$ cat src/rtl/accelerator_matrix_activation_function.sv
// Streams a matrix element by element through a selectable fixed-point activation (identity/relu/hard-tanh/hard-sigmoid).
// One element in flight: captured, then registered out with row/done pulses the following cycle.
module accelerator_matrix_activation_function #(
  parameter int DATA_SIZE    = 64,
  parameter int CONTROL_SIZE = 64,
  parameter int FRAC_SIZE    = 32
) (
  input  logic                    CLK,
  input  logic                    RST,
  input  logic                    START,
  output logic                    READY,
  input  logic [1:0]              MODE,
  input  logic                    DATA_IN_I_ENABLE,
  input  logic                    DATA_IN_J_ENABLE,
  output logic                    DATA_OUT_I_ENABLE,
  output logic                    DATA_OUT_J_ENABLE,
  input  logic [CONTROL_SIZE-1:0] SIZE_I_IN,
  input  logic [CONTROL_SIZE-1:0] SIZE_J_IN,
  input  logic [DATA_SIZE-1:0]    DATA_IN,
  output logic [DATA_SIZE-1:0]    DATA_OUT
);

  typedef enum logic [1:0] {IDLE, WAIT_I, WAIT_J, COMPUTE} state_t;

  localparam logic signed [DATA_SIZE:0] ONE_X     = (DATA_SIZE+1)'(1) <<< FRAC_SIZE;
  localparam logic signed [DATA_SIZE:0] HALF_X    = ONE_X >>> 1;
  localparam logic signed [DATA_SIZE:0] NEG_ONE_X = -ONE_X;

  state_t                  state_q, state_d;
  logic [1:0]              mode_q, mode_d;
  logic [CONTROL_SIZE-1:0] size_i_q, size_i_d, size_j_q, size_j_d;
  logic [CONTROL_SIZE-1:0] i_q, i_d, j_q, j_d;
  logic [DATA_SIZE-1:0]    data_q, data_d, out_q, out_d;
  logic                    ready_q, ready_d, out_i_q, out_i_d, out_j_q, out_j_d;

  logic signed [DATA_SIZE:0] x_ext, sig_sum;
  logic [DATA_SIZE-1:0]      act_res;

  // One extra bit keeps the sigmoid sum and the clamp bounds free of wrap-around.
  always_comb begin
    x_ext   = {data_q[DATA_SIZE-1], data_q};
    sig_sum = (x_ext >>> 2) + HALF_X;
    act_res = data_q;
    case (mode_q)
      2'd1: if (x_ext[DATA_SIZE]) act_res = '0;
      2'd2: begin
        if (x_ext > ONE_X)          act_res = ONE_X[DATA_SIZE-1:0];
        else if (x_ext < NEG_ONE_X) act_res = NEG_ONE_X[DATA_SIZE-1:0];
      end
      2'd3: begin
        if (sig_sum[DATA_SIZE])     act_res = '0;
        else if (sig_sum > ONE_X)   act_res = ONE_X[DATA_SIZE-1:0];
        else                        act_res = sig_sum[DATA_SIZE-1:0];
      end
      default: ;
    endcase
  end

  always_comb begin
    state_d  = state_q;
    mode_d   = mode_q;
    size_i_d = size_i_q;
    size_j_d = size_j_q;
    i_d      = i_q;
    j_d      = j_q;
    data_d   = data_q;
    out_d    = out_q;
    ready_d  = 1'b0;
    out_i_d  = 1'b0;
    out_j_d  = 1'b0;
    case (state_q)
      IDLE: begin
        if (START) begin
          mode_d   = MODE;
          size_i_d = SIZE_I_IN;
          size_j_d = SIZE_J_IN;
          i_d      = '0;
          j_d      = '0;
          // An empty matrix completes at once without touching the data path.
          if (SIZE_I_IN == '0 || SIZE_J_IN == '0) ready_d = 1'b1;
          else                                    state_d = WAIT_I;
        end
      end
      WAIT_I: begin
        if (DATA_IN_I_ENABLE) begin
          data_d  = DATA_IN;
          state_d = COMPUTE;
        end
      end
      WAIT_J: begin
        if (DATA_IN_J_ENABLE) begin
          data_d  = DATA_IN;
          state_d = COMPUTE;
        end
      end
      COMPUTE: begin
        out_d   = act_res;
        out_j_d = 1'b1;
        if (j_q != size_j_q - CONTROL_SIZE'(1)) begin
          j_d     = j_q + CONTROL_SIZE'(1);
          state_d = WAIT_J;
        end else begin
          out_i_d = 1'b1;
          j_d     = '0;
          if (i_q != size_i_q - CONTROL_SIZE'(1)) begin
            i_d     = i_q + CONTROL_SIZE'(1);
            state_d = WAIT_I;
          end else begin
            ready_d = 1'b1;
            state_d = IDLE;
          end
        end
      end
      default: state_d = IDLE;
    endcase
  end

  always_ff @(posedge CLK or posedge RST) begin
    if (RST) begin
      state_q  <= IDLE;
      mode_q   <= '0;
      size_i_q <= '0;
      size_j_q <= '0;
      i_q      <= '0;
      j_q      <= '0;
      data_q   <= '0;
      out_q    <= '0;
      ready_q  <= 1'b0;
      out_i_q  <= 1'b0;
      out_j_q  <= 1'b0;
    end else begin
      state_q  <= state_d;
      mode_q   <= mode_d;
      size_i_q <= size_i_d;
      size_j_q <= size_j_d;
      i_q      <= i_d;
      j_q      <= j_d;
      data_q   <= data_d;
      out_q    <= out_d;
      ready_q  <= ready_d;
      out_i_q  <= out_i_d;
      out_j_q  <= out_j_d;
    end
  end

  assign READY             = ready_q;
  assign DATA_OUT_I_ENABLE = out_i_q;
  assign DATA_OUT_J_ENABLE = out_j_q;
  assign DATA_OUT          = out_q;

endmodule

$ cat config.mk
export PLATFORM = sky130hd
export DESIGN_NAME = accelerator_matrix_activation_function
export DESIGN_NICKNAME = d
export VERILOG_FILES = /design/src/rtl/accelerator_matrix_activation_function.sv
export SDC_FILE = /design/constraint.sdc
export NUM_CORES = 1
export LEC_CHECK = 0
export CAP_MARGIN = 20
export CORE_MARGIN = 2
export CORE_UTILIZATION = 52
export CTS_BUF_LIST = sky130_fd_sc_hd__clkbuf_8 sky130_fd_sc_hd__clkbuf_16
export DETAILED_ROUTE_END_ITERATION = 8
export GPL_ROUTABILITY_DRIVEN = 0
export PLACE_DENSITY = 0.76
export SETUP_SLACK_MARGIN = 0.1
export SKIP_CTS_REPAIR_TIMING = 1
export SLEW_MARGIN = 20
export SYNTH_ARGS = -nofsm -noshare
export SYNTH_HDL_FRONTEND = slang
export SYNTH_SLANG_ARGS = --single-unit
$ cat constraint.sdc
create_clock -name CLK -period 14.3 [get_ports CLK]
set_clock_uncertainty 0.2 [all_clocks]
set_input_delay 4.29 -clock CLK [delete_from_list [all_inputs] [get_ports CLK]]
set_output_delay 4.29 -clock CLK [all_outputs]
set_load 0.05 [all_outputs]
==> flow_metrics.py, run 1 <==
metrics = {
    "synthesis": {
        "synth_top_area_share": 0.4089,
        "synth_fp_nets": 2708,
        "yosysTopAreaCell": "dfrtp_1",
        "yosysSeqAreaShare": 0.4089,
        "synthCells": 2499,
        "synthArstFlopShare": 1.000,
        "yosysWarnings": 0,
        "synth.distinct_cells": 86,
        "synth_edf_count": 0,
        "synth_flop_cell": "dfrtp_1",
        "synth-seq-cells": 391,
        "syn_area_sq_mm": 0.02393,
        "synthTopCellsByArea": "dfrtp_1, mux2_2, xnor2_1",
        "syn_area_per_cell_sq_um": 9.575,
    },
    "floorplanning": {
        "start_util": 0.5273,
        "rows": 78,
        "die_area_sq_mm": 0.04775,
        "core_sq_mm": 0.04538,
        "pin_count": 266,
        "die_h_um": 218.5,
        "die_width_um": 218.5,
    },
    "detailed_routing": {
        "drtIter0Drc": 2351,
        "avgViaCountPerCell": 6.540,
        "drt_wl_total_mm": 72.88,
        "vias": 21750,
        "dr.pass1.iters": 6,
        "drc": 0,
        "ant_nets": 0,
        "wire_per_inst_um": 21.92,
    },
    "cts": {
        "insertion_delay_ns": 0.58,
        "htreeDepth": 2,
        "tritoncts": "yes",
        "clockBufferDepth": 3,
        "cts_root_buf": "clkbuf_16",
        "clkSinkCount": 391,
        "clk_pin_slew_ns": 0.06,
        "numCtsBuffers": 44,
    },
    "worst_setup_path": {
        "reg2reg_depth": 11,
        "worstReg2RegStart": "size_i_q[13]",
        "critPathMaxFanout": 14,
        "r2r-end": "i_q[49]",
        "required_ns": 14.54,
        "startpoint": "START",
        "cp-end-kind": "flop",
        "cp-endpoint": "j_q[58]",
        "ff2ff_setup_slack_ns": 8.09,
        "critPathArrivalTime_ns": 8.22,
        "crit_type": "input port to flop",
        "cp-start-kind": "input port",
    },
    "global_route": {
        "grt_pass1_wl_mm": 115.1,
        "grt_antenna_before_repair": 6,
        "grt_max_degree": 164,
        "grt_pass1_vias": 21180,
        "grt_use_total": 0.3004,
        "globalRouteOverflowTotal": 0,
    },
    "sta": {
        "setup_viol": 0,
        "max_slew_margin": 0.3296,
        "hold_violations": 0,
        "tns_ns": 0,
        "post-route-period-util": 0.5586,
        "fin_ws_ns": 6.312,
        "drv_slew": 0,
        "fmax_mhz": 125.2,
        "tightest_slew_ns": 0.9964,
        "post-route-min-period_ns": 7.988,
        "hold_slack_ns": 0.2843,
        "rsz0062_at_grt": "no",
    },
    "power": {
        "p_leak_nw": 10.93,
        "p_comb_frac": 0.427,
        "finalPower_w": 0.005753,
        "p_seq_frac": 0.362,
        "p_sw_frac": 0.4313,
        "power.density_mw_per_mm2": 201.7,
        "clkPwrFrac": 0.212,
        "switching_power_w": 0.002481,
        "vdd_drop_max_uv": 187.1,
        "power.internal_w": 0.003272,
    },
    "place": {
        "hpwlAfterDp_mm": 52.01,
        "post-place-ws_ns": 5.733,
        "port_buffers": 265,
    },
    "layout": {
        "nets": 2895,
        "layout_common_cells": "dfrtp_1, clkdlybuf4s50_1, mux2_2",
        "drive_above_1_share": 0.1279,
        "syn_to_final_growth_pct": 19.20,
        "finish.utilization": 0.6285,
        "layout_commonest_cell": "dfrtp_1",
    },
    "job": {
        "cap_viol_max_count": 0,
    },
    "outcome": {
        "status": "completed",
    },
    "worst_hold_path": {
        "hp-class": "flop to flop",
    },
}
[critical path: stages]
cell and delay, ns:
clkdlybuf4s50_1 0.54, mux2i_1 0.10, buf_4 0.22, or4b_2 0.70, or4_1 0.57, or3_1 0.46
nor2_1 0.27, nand2_1 0.15, nor3_1 0.48, and3_1 0.26, xnor2_1 0.12, nor2_1 0.05
[cell families (layout without fill, tap and decap cells)]
kind of cell,count (synthesis),in the layout,share of synthesized area
AND/OR/NAND/NOR,1037,1037,0.2441
AO/OA/AOI/OAI,391,391,0.1134
flip-flops,391,391,0.4089
XOR/XNOR,250,250,0.09208
multiplexers,217,217,0.1011
buffers and inverters,203,424,0.03519
adder cells (fa/ha/maj),10,10,0.005229
other,0,5,0
[routing by layer]
layer | track usage | vias to the layer above | part of all wire
li1 | - | 9731 | -
met1 | 0.4001 | 10660 | 0.41
met2 | 0.4847 | 1121 | 0.47
met3 | 0.05929 | 236 | 0.090
met4 | 0.1125 | 2 | 0.038
met5 | 0 | - | 0.00018
[cell usage after synthesis (49+ instances only)]
| library cell | instances |
|---|---|
| nor2_1 | 183 |
| and3_1 | 49 |
| o31ai_1 | 62 |
| nand4_1 | 84 |
| o21ai_0 | 56 |
| inv_1 | 55 |
| xnor2_1 | 144 |
| nor4_1 | 128 |
| a21oi_1 | 86 |
| clkbuf_1 | 120 |
| dfrtp_1 | 391 |
| mux2_2 | 196 |
| xor2_1 | 105 |
| or4_1 | 69 |
| nor3_1 | 66 |
| nand3_1 | 100 |
| nand2_1 | 152 |
[cell type report]
| type | count | area (sq um) |
|---|---|---|
| Antenna cell | 5 | 12.51 |
| Clock inverter | 25 | 289.0 |
| Timing Repair Buffer | 289 | 2861 |
| Inverter | 55 | 210.2 |
| Fill cell | 3665 | 16860 |
| Multi-Input combinational cell | 1905 | 13350 |
| Tap cell | 600 | 750.7 |
| Sequential cell | 391 | 9784 |
| Clock buffer | 55 | 1264 |
[power by group through the flow]
| stage | Clock, W | Combinational, W | Sequential (W) |
|---|---|---|---|
| final | 0.00122 | 0.00245 | 0.00208 |
| after global routing | 0.00128 | 0.00263 | 0.00213 |
| after CTS | 0.00124 | 0.00242 | 0.00205 |
| after detailed placement | 0 | 0.00240 | 0.00206 |
| after global placement | 0 | 0.00232 | 0.00204 |
| after floorplan | 0 | 0.00168 | 0.00203 |
[stage by stage]
stage                     cells  cell area (sq um)
after floorplan            2499              23930
after global placement     3239              26920
after detailed placement   3239              26920
after CTS                  3319              28470
after global routing       3321              28510
final                      3325              28520
[state kept, by name, indices dropped and copies added, names as in the netlist]
name,count
DATA_OUT_I_ENABLE,1
mode_q,2
READY,1
state_q,2
j_q,64
DATA_OUT_J_ENABLE,1
data_q,64
DATA_OUT,64
size_j_q,64
size_i_q,64
i_q,64
[worst min-delay path by stage]
stage                 start      endpoint  slack [ns]  cells past startpoint
3_3_place_gp   DATA_OUT[40]  DATA_OUT[40]        0.27                      2
3_5_place_dp   DATA_OUT[62]  DATA_OUT[62]        0.28                      2
5_1_grt        DATA_OUT[38]  DATA_OUT[38]        0.31                      2
2_1_floorplan     data_q[0]     data_q[0]        0.29                      1
4_1_cts        DATA_OUT[62]  DATA_OUT[62]        0.29                      2
6_report       DATA_OUT[51]  DATA_OUT[51]        0.28                      2
Note: power is estimated with default switching activity, not from simulation.
==> inputs of run 2 (changes only) <==
Settings changed: CORE_UTILIZATION 52 to 58, PLACE_DENSITY 0.76 to 0.8.
Clock period 14.3 ns to 7.54 ns, I/O delays scaled along.
==> flow_metrics.py, run 2 (synthesis gave the netlist of run 1 again) <==
metrics = {
    "detailed_routing": {
        "avgViaCountPerCell": 6.655,
        "ant_nets": 0,
        "wire_per_inst_um": 21.91,
        "drtIter0Drc": 2534,
        "vias": 21610,
        "drc": 0,
        "dr.pass1.iters": 6,
        "drt_wl_total_mm": 71.15,
    },
    "cts": {
        "tritoncts": "yes",
        "cts_root_buf": "clkbuf_16",
        "clockBufferDepth": 3,
        "insertion_delay_ns": 0.58,
        "clkSinkCount": 391,
        "clk_pin_slew_ns": 0.06,
        "htreeDepth": 2,
        "numCtsBuffers": 43,
    },
    "global_route": {
        "grt_max_degree": 182,
        "grt_pass1_wl_mm": 114.2,
        "grt_pass1_vias": 21320,
        "globalRouteOverflowTotal": 0,
        "grt_use_total": 0.3257,
        "grt_antenna_before_repair": 3,
    },
    "power": {
        "p_leak_nw": 10.89,
        "p_comb_frac": 0.435,
        "power.density_mw_per_mm2": 378.2,
        "power.internal_w": 0.006057,
        "p_seq_frac": 0.367,
        "p_sw_frac": 0.4341,
        "vdd_drop_max_uv": 264.4,
        "switching_power_w": 0.004646,
        "clkPwrFrac": 0.198,
    },
    "sta": {
        "hold_violations": 0,
        "post-route-min-period_ns": 6.088,
        "fmax_mhz": 164.3,
        "post-route-period-util": 0.8075,
        "rsz0062_at_grt": "no",
        "tightest_slew_ns": 1.136,
        "max_slew_margin": 0.2357,
        "drv_slew": 0,
        "tns_ns": 0,
        "setup_viol": 0,
    },
    "place": {
        "place_area_sq_mm": 0.02684,
        "hpwlAfterDp_mm": 51.33,
        "port_buffers": 265,
    },
    "layout": {
        "syn_to_final_growth_pct": 18.27,
        "nets": 2892,
        "layout_common_cells": "dfrtp_1, clkdlybuf4s50_1, mux2_2",
        "layout_commonest_cell": "dfrtp_1",
        "fin_area_sq_mm": 0.02830,
        "drive_above_1_share": 0.1242,
    },
    "worst_setup_path": {
        "crit_type": "flop to flop",
        "critPathArrivalTime_ns": 6.35,
        "critPathMaxFanout": 92,
        "required_ns": 7.80,
        "cp-end-kind": "flop",
        "cp-start-kind": "flop",
    },
    "worst_hold_path": {
        "hp-class": "flop to flop",
    },
    "outcome": {
        "status": "completed",
    },
    "floorplanning": {
        "start_util": 0.5873,
        "core_sq_mm": 0.04074,
        "rows": 74,
        "die_width_um": 207.1,
        "pin_count": 266,
        "die_h_um": 207.1,
        "die_area_sq_mm": 0.04290,
    },
    "job": {
        "cap_viol_max_count": 0,
    },
}
==> run 2: cell count changes in the layout (fill, tap and decap cells not counted), moves of 2 or more <==
cell	before	now
clkbuf_8	10	12
diode_2	5	1
buf_4	21	18
clkinvlp_4	6	1
inv_1	58	63
bufinv_16	6	2
clkinv_2	7	5
==> run 2: critical path: stages, from the launching register on <==
cell and delay, ns:
dfrtp_1 0.45, nor4_1 0.76, and4_1 0.68, nand4b_1 0.74
o31a_1 0.54, a2111oi_0 0.36, nand4_1 0.17, or4_4 0.60
nor3_4 0.17, buf_4 0.69, or4_1 0.24, mux2_2 0.34
==> run 2: power by group through the flow <==
| stage | clock network (W) | registers, W | logic [W] |
|---|---|---|---|
| global placement | 0 | 0.00386 | 0.00440 |
| finish | 0.00212 | 0.00393 | 0.00465 |
| global route | 0.00224 | 0.00402 | 0.00500 |
| floorplan | 0 | 0.00385 | 0.00319 |
| CTS | 0.00216 | 0.00388 | 0.00459 |
| detailed placement | 0 | 0.00390 | 0.00455 |
==> run 2: layer usage <==
metal,vias up,part of all wire,track usage
li1,9745,-,-
met1,10490,0.40,0.4341
met2,1116,0.46,0.5195
met3,251,0.093,0.07292
met4,4,0.042,0.1261
met5,-,0.00034,0
==> run 2: cell type report <==
cell class	instances	area [sq um]
Multi-Input combinational cell	1905	13350
Fill cell	3080	12440
Sequential cell	391	9784
Timing Repair Buffer	287	2867
Clock buffer	56	1266
Tap cell	532	665.6
Inverter	55	210.2
Clock inverter	20	156.4
Antenna cell	1	2.502
==> run 2: through the flow <==
stage	hold WS, ns	utilization	total power (W)	setup slack (ns)	std cells
after global routing	0.3160	0.6946	0.01125	1.216	3246
after CTS	0.2888	0.6937	0.01063	1.541	3245
after global placement	0.2683	0.6588	0.008260	1.041	3169
after floorplan	0.2940	-	0.007042	-0.1819	2499
final	0.2811	0.6947	0.01070	1.452	3247
after detailed placement	0.2734	0.6588	0.008449	0.9278	3169
==> run 2: path summary, 6_finish.rpt <==
| kind | from | depth (start not counted) | to | slack [ns] |
|---|---|---|---|---|
| max in group asynchronous | RST | 4 | DATA_OUT[13] | 4.00 |
| worst max-delay path | size_i_q[13] | 11 | i_q[49] | 1.45 |
| worst min-delay path | DATA_OUT[48] | 2 | DATA_OUT[48] | 0.28 |
| worst max register to register | size_i_q[13] | 11 | i_q[49] | 1.45 |
| worst min register to register | DATA_OUT[48] | 2 | DATA_OUT[48] | 0.28 |
| min in group asynchronous | RST | 2 | size_j_q[40] | 1.83 |
==> inputs of run 3 (changes only) <==
Clock period 7.54 ns to 6.4 ns, I/O delays scaled along.
==> flow_metrics.py, run 3 (synthesis gave the netlist of run 1 again) <==
metrics = {
    "outcome": {
        "status": "completed",
    },
    "worst_setup_path": {
        "critPathSlowestCell": "nor4_2",
        "critPathArrivalTime_ns": 5.85,
        "crit_type": "flop to flop",
        "critPathMaxFanout": 34,
        "cp_cell_sequence": "nor4_4, nand4_2, nor4_4, nand3_1, xnor2_1, or4_1, nor4_2, a21oi_4, buf_16, or4_1, mux2_1",
        "required_ns": 6.67,
        "cp-end-kind": "flop",
        "slowest_delay_ns": 0.70,
        "cp-start-kind": "flop",
    },
    "detailed_routing": {
        "wire_per_inst_um": 22.02,
        "vias": 21800,
        "ant_nets": 0,
        "drtIter0Drc": 2302,
        "drc": 0,
        "avgViaCountPerCell": 6.684,
        "drt_wl_total_mm": 71.80,
        "dr.pass1.iters": 6,
    },
    "cts": {
        "htreeDepth": 2,
        "clkSinkCount": 391,
        "numCtsBuffers": 43,
        "tritoncts": "yes",
        "clk_pin_slew_ns": 0.07,
        "cts_root_buf": "clkbuf_16",
        "insertion_delay_ns": 0.58,
        "clockBufferDepth": 3,
    },
    "power": {
        "p_seq_frac": 0.363,
        "vdd_drop_max_uv": 485.4,
        "clkPwrFrac": 0.204,
        "power.density_mw_per_mm2": 447.8,
        "switching_power_w": 0.005490,
        "p_leak_nw": 10.97,
        "power.internal_w": 0.007257,
        "finalPower_w": 0.01275,
        "p_comb_frac": 0.433,
        "p_sw_frac": 0.4307,
    },
    "sta": {
        "post-route-min-period_ns": 5.582,
        "fin_ws_ns": 0.8177,
        "fmax_mhz": 179.1,
        "drv_slew": 0,
        "max_slew_margin": 0.2274,
        "post-route-period-util": 0.8722,
        "tns_ns": 0,
        "tightest_slew_ns": 1.148,
        "hold_violations": 0,
        "rsz0062_at_grt": "no",
        "setup_viol": 0,
    },
    "layout": {
        "layout_commonest_cell": "dfrtp_1",
        "syn_to_final_growth_pct": 18.98,
        "nets": 2902,
        "fin_area_sq_mm": 0.02847,
        "drive_above_1_share": 0.1277,
        "layout_common_cells": "dfrtp_1, clkdlybuf4s50_1, mux2_2",
    },
    "global_route": {
        "grt_max_degree": 154,
        "met1_usage": 0.4342,
        "grt_use_met3": 0.06686,
        "busiest_layer": "met2",
        "gr-usage-met2": 0.5294,
        "grt_pass1_vias": 21280,
        "grt_use_total": 0.3276,
        "grt_antenna_before_repair": 3,
        "globalRouteOverflowTotal": 0,
        "grt_pass1_wl_mm": 114.7,
    },
    "place": {
        "post-place-ws_ns": 0.3384,
        "place_area_sq_mm": 0.02695,
        "port_buffers": 265,
        "hpwlAfterDp_mm": 51.24,
    },
    "job": {
        "cap_viol_max_count": 0,
    },
    "floorplanning": {
        "die_width_um": 207.1,
        "die_area_sq_mm": 0.04290,
        "rows": 74,
        "pin_count": 266,
        "core_sq_mm": 0.04074,
        "start_util": 0.5873,
        "die_h_um": 207.1,
    },
    "worst_hold_path": {
        "hp-class": "flop to flop",
    },
}
## run 3: changes by cell type in the layout (fill, tap and decap cells not counted), sizes merged
cell      delta
inv          -3
clkinv       -1
diode        +3
clkbuf       +3
clkinvlp     +1
bufinv       +1
buf         +10
## run 3: worst max-delay path: cells and delay by family (launching register included)
kind                   cells  cell delay, ns
AND/OR/NAND/NOR            7            3.70
flip-flops                 1            0.46
AO/OA/AOI/OAI              1            0.32
multiplexers               1            0.32
buffers and inverters      1            0.27
XOR/XNOR                   1            0.18
## run 3: worst paths after layout
kind / from / end / slack [ns] / cells after the start
min reg2reg: DATA_OUT[40] / DATA_OUT[40] / 0.28 / 2
max in group asynchronous: RST / data_q[20] / 3.14 / 3
max: size_j_q[0] / i_q[37] / 0.82 / 11
max reg2reg: size_j_q[0] / i_q[37] / 0.82 / 11
min: DATA_OUT[40] / DATA_OUT[40] / 0.28 / 2
min in group asynchronous: RST / size_j_q[40] / 1.59 / 2
## run 3: per-layer routing
layer / up-vias / part of all wire
met2: 1231 / 0.47
met4: 2 / 0.041
met5: - / 0.00017
met3: 244 / 0.099
met1: 10560 / 0.39
li1: 9766 / -
## run 3: area by class of cell
cell class / count / area (sq um)
diodes: 4 / 10.01
fillers: 3088 / 12270
multi-input cells: 1905 / 13340
inverters: 55 / 210.2
clock inverters: 18 / 163.9
flip-flops and latches: 391 / 9784
repair buffers: 297 / 2975
well taps: 532 / 665.6
clock buffers: 59 / 1319
## run 3: metrics by stage
| step | util | std cells | hold WS (ns) |
|---|---|---|---|
| floorplan | - | 2499 | 0.2940 |
| global placement | 0.6615 | 3179 | 0.2709 |
| detailed placement | 0.6615 | 3179 | 0.2744 |
| CTS | 0.6979 | 3256 | 0.2888 |
| global route | 0.6986 | 3258 | 0.3007 |
| finish | 0.6988 | 3261 | 0.2840 |
## run 3: power by group through the flow
stage | Sequential (W) | Combinational (W) | Clock, W
floorplan | 0.00454 | 0.00376 | 0
global placement | 0.00455 | 0.00520 | 0
detailed placement | 0.00459 | 0.00537 | 0
CTS | 0.00456 | 0.00542 | 0.00264
global route | 0.00473 | 0.00593 | 0.00272
finish | 0.00463 | 0.00552 | 0.00260
==> edit 1 (flow settings as in run 1) <==
The parameter `DATA_SIZE` goes from 64 to 32.
--- a/src/rtl/accelerator_matrix_activation_function.sv
+++ b/src/rtl/accelerator_matrix_activation_function.sv
@@ -2,5 +2,5 @@
 // One element in flight: captured, then registered out with row/done pulses the following cycle.
 module accelerator_matrix_activation_function #(
-  parameter int DATA_SIZE    = 64,
+  parameter int DATA_SIZE    = 32,
   parameter int CONTROL_SIZE = 64,
   parameter int FRAC_SIZE    = 32
Interface: changed (resized DATA_IN and DATA_OUT); port bits go from 266 to 202. No check against the original RTL was run, so the function may have changed too.
==> edit 1 against run 1 <==
  * Sequential cell count shrank 64
  * Maximum frequency fell by 5.0%
  * Largest power group unchanged
  * Routed wire length is 22% lower
  * Combinational power is 30% lower
  * Via count decreased by 21%
  * Power shrank 25%
  * Setup slack got worse by 420 ps
  * Final area fell by 19%
  * Worst hold slack improved by 0.52 ps
  * Cell count fell by 21%
  * Sequential share of layout area increased by 1.1 points
  * Global-route usage is 0.80 points lower
  * Synthesized area is 18% lower
  * Synthesized cell count decreased by 20%
==> edit 1: results (changes against run 1) <==
Critical path
  – CP max stage delay: 630 ps (-70 ps)

Placement
  – DP Wirelength: 41.2 mm (-21%)
  – Placement-stage cell area: 0.0219 mm^2 (-19%)
  – IO buf count: 201 (-24%)

Synth
  – Synth Area in Compound Gates: 9.03% (-2.3 points)
  – Dominant cells by area after synthesis: dfrtp_1, mux2_2, xnor2_1
  – Syn Inst Count: 1989 (-20%)
  – Post-synth top cells: dfrtp_1, mux2_2, nor2_1, xnor2_1, nor4_1

Global route
  – Pin count of the biggest net entering global routing: 117 (-29%)
  – Antenna violations before repair: 1 (-5)
  – Vias in the first global route: 16.8k (-21%)
  – GRT Total Usage: 29.2% (-0.80 points)

Power
  – Peak VDD IR: 0.128 mV (-32%)

Finish
  – # diodes: 0 (-5)
  – Final net count: 2321 (-20%)
  – FILL cells: 3039 (-17%)
  – Clkbuf count: 48 (-13%)
  – Syn-to-layout area delta: 18.4%
  – Clock buf/inv share: 5.40% (-0.044 points)

Status
  – Status: complete, no violations

STA
  – WHS: 285 ps (+0.517 ps)

Floorplan
  – N_taps: 468 (-22%)

Drt
  – Initial DRC Count: 1644 (-30%)
  – Avg WL per Cell: 21.5 um (-1.7%)

Clock network
  – Clock Latency Late Sink: 560 ps (-20 ps)

Worst hold path
  – Origin of the worst min-delay path: data_q[28]
edit 1: cell types whose count changed after synthesis, moves of 30 or more:
cell      change
o21ai_0      -34
nand2_1      -41
mux2_2       -30
a221o_1      -31
a21oi_1      -37
nor2_1       -39
clkbuf_1     -45
dfrtp_1      -64
a22o_1       +34
edit 1: report_power, final:
group          switching [W]  internal, W  total (W)  leakage, nW
combinational       0.000939     0.000774    0.00171         4.22
sequential          0.000436      0.00121    0.00164         4.19
clock               0.000401     0.000569   0.000971        0.640
total                0.00178      0.00255    0.00433         9.05
edit 1: cell families (layout without fill, tap and decap cells):
group,Yosys count,count (layout)
buffers and inverters,128,313
and+or+nand+nor,852,852
xor gates and xnor gates,234,234
adders and majority gates,8,8
AOI/OAI and AO/OA,246,246
muxes,194,194
DFF,327,327
edit 1: per-layer routing:
metal  vias to the layer above  GRT usage [%]  part of all wire [%]
li1                       7754              -                     -
met1                      8352           37.4                    40
met2                       800           48.2                    48
met3                       204           4.22                   7.1
met4                         2           15.7                   5.2
met5                         -              0                 0.021
==> edit 2 (config.mk and constraints of run 1) <==
Without the edit above. Make the reset (`RST`) synchronous in one clocked block.
--- a/src/rtl/accelerator_matrix_activation_function.sv
+++ b/src/rtl/accelerator_matrix_activation_function.sv
@@ -116,5 +116,5 @@
   end
 
-  always_ff @(posedge CLK or posedge RST) begin
+  always_ff @(posedge CLK) begin
     if (RST) begin
       state_q  <= IDLE;
Check against the original RTL: differs if RST is asserted again (counterexample within 4 cycles, from zero or initial values and one cycle with RST high); with RST held inactive, the same outputs for 4 cycles.
==> edit 2 against run 1 <==
  * Routed wire length down 3.1%
  * Setup slack improved by 120 ps
  * Final area fell by 9.3%
  * Global-route usage rose by 1.4 points
  * Die area is 9.7% lower
  * Sequential cell count did not move
  * Sequential power is 29% lower
  * Sequential share of layout area shrank 4.0 points
  * Synthesized area fell by 9.9%
  * Cell count rose by 7.2%
  * Power shrank 28%
  * Critical endpoint is now j_q[58]
==> edit 2: results (changes against run 1) <==
Synth
  – Synth warnings: 0 (unchanged)
  – Seq/Total Area, Yosys: 36.3% (-4.6 points)
  – Netlist cell types: 80 (-7.0%)
  – Post-synth top cells: nand2_1, dfxtp_1, a21oi_1, nor2_1, xnor2_1
  – Dominant cells by area after synthesis: dfxtp_1, nand2_1, a21oi_1
  – Syn Nets: 3064 (+13%)
  – Most used DFF post-synth: dfxtp_1
  – Asr flop ratio synth: 0% (-100 points)

Global route
  – First-pass GRT wire length: 112 mm (-2.9%)
  – Pin count of the biggest net entering global routing: 168 (+2.4%)
  – GR Util met3: 8.11% (+2.2 points)
  – Global routing usage on met2: 49.1% (+0.63 points)
  – GRT Total Usage: 31.4% (+1.4 points)
  – Antenna violations before repair: 8 (+2)
  – Grt met1 use: 42.4% (+2.4 points)
  – Vias in the first global route: 20.9k (-1.5%)

Clock network
  – Clock-pin slew on the worst setup and hold paths: 60 ps (about the same)
  – Clock Latency Late Sink: 580 ps (about the same)
  – Clk buf depth: 3 (unchanged)
  – Cts bufs inserted: 43 (-2.3%)
  – Htree depth: 2 (unchanged)
  – Clock Tree Root: clkbuf_16

Drt
  – Wirelength, routed: 70.6 mm (-3.1%)
  – DR pass1 iterations: 5 (-1)
  – Vias/cell: 6.29 (-3.9%)
  – Initial DRC Count: 2179 (-7.3%)

Placement
  – DP Wirelength: 50.8 mm (-2.3%)
  – IO buf count: 265 (unchanged)
  – Pre-CTS setup slack: 5930 ps (+199 ps)

Power
  – Peak VDD IR: 0.111 mV (-41%)
  – LEAKAGE: 8.79 nW (-20%)

Critical path
  – WP data arrival: 8110 ps (-110 ps)
  – Critical path fanouts, max: 20 (+6)

STA
  – Worst slew pin tran: 1180 ps (+181 ps)

Worst hold path
  – Worst min-delay path category: reg -> reg

Finish
  – Fraction of layout cells with a size suffix above 1: 5.08% (-7.7 points)
  – Final net count: 3205 (+11%)

Status
  – Status: complete, no violations
## edit 2: cell count changes after synthesis, sizes merged, moves of 47 or more
cell,before,now
dfrtp,391,0
o31ai,62,15
nor2,183,246
nand2,152,528
mux2,197,4
dfxtp,0,391
a21oi,87,300
nor3,68,142
## edit 2: final timing paths
path | from | end | slack [ps] | cells after the start
worst min-delay path | DATA_OUT[62] | DATA_OUT[62] | 270 | 2
worst max-delay path | START | j_q[58] | 6430 | 12
worst max register to register | size_i_q[6] | i_q[0] | 8460 | 11
worst min register to register | DATA_OUT[62] | DATA_OUT[62] | 270 | 2
## edit 2: per-stage QoR
stage	std cells	power (W)	area, um^2	hold WS (ps)
after floorplan	2855	0.00246	21600	248
after global placement	3483	0.00286	24300	250
after detailed placement	3483	0.00290	24300	261
after CTS	3562	0.00413	25800	276
after global routing	3562	0.00436	25900	296
final	3564	0.00416	25900	275
## edit 2: power by group
part           switching, W  leakage, nW  internal (W)
registers          0.000231         3.18       0.00123
clock network      0.000485        0.769      0.000743
logic              0.000941         4.85      0.000525
total               0.00166         8.79       0.00250
## edit 2: area by class of cell
class	instances	area, um^2
Fill cell	3522	15100
Multi-Input combinational cell	2244	12900
Sequential cell	391	7830
Timing Repair Buffer	278	2760
Clock buffer	54	1240
Tap cell	532	666
Clock inverter	25	335
Inverter	38	143
Antenna cell	2	5.00
## edit 2: critical path, stage by stage
cell	delay, ps
clkdlybuf4s50_1	580
mux2_2	500
nand3_1	250
or4_1	660
or2_2	390
nor2_1	210
and3_1	260
nand4_1	320
nor2_1	280
and2_1	170
xnor2_1	120
nor2_1	50
## edit 2: kinds of logic after synthesis
group	Yosys count	synth area share, %
AOI/OAI and AO/OA	520	14.6
xor gates and xnor gates	250	10.2
adders and majority gates	10	0.580
buffers and inverters	220	4.12
DFF	391	36.3
muxes	18	0.858
and+or+nand+nor	1446	33.4
## edit 2: per-layer routing
metal | wire length (um) | part of all wire [%]
met4 | 2100 | 3.0
met5 | 101 | 0.14
met2 | 31200 | 44
met3 | 7790 | 11
met1 | 29400 | 42
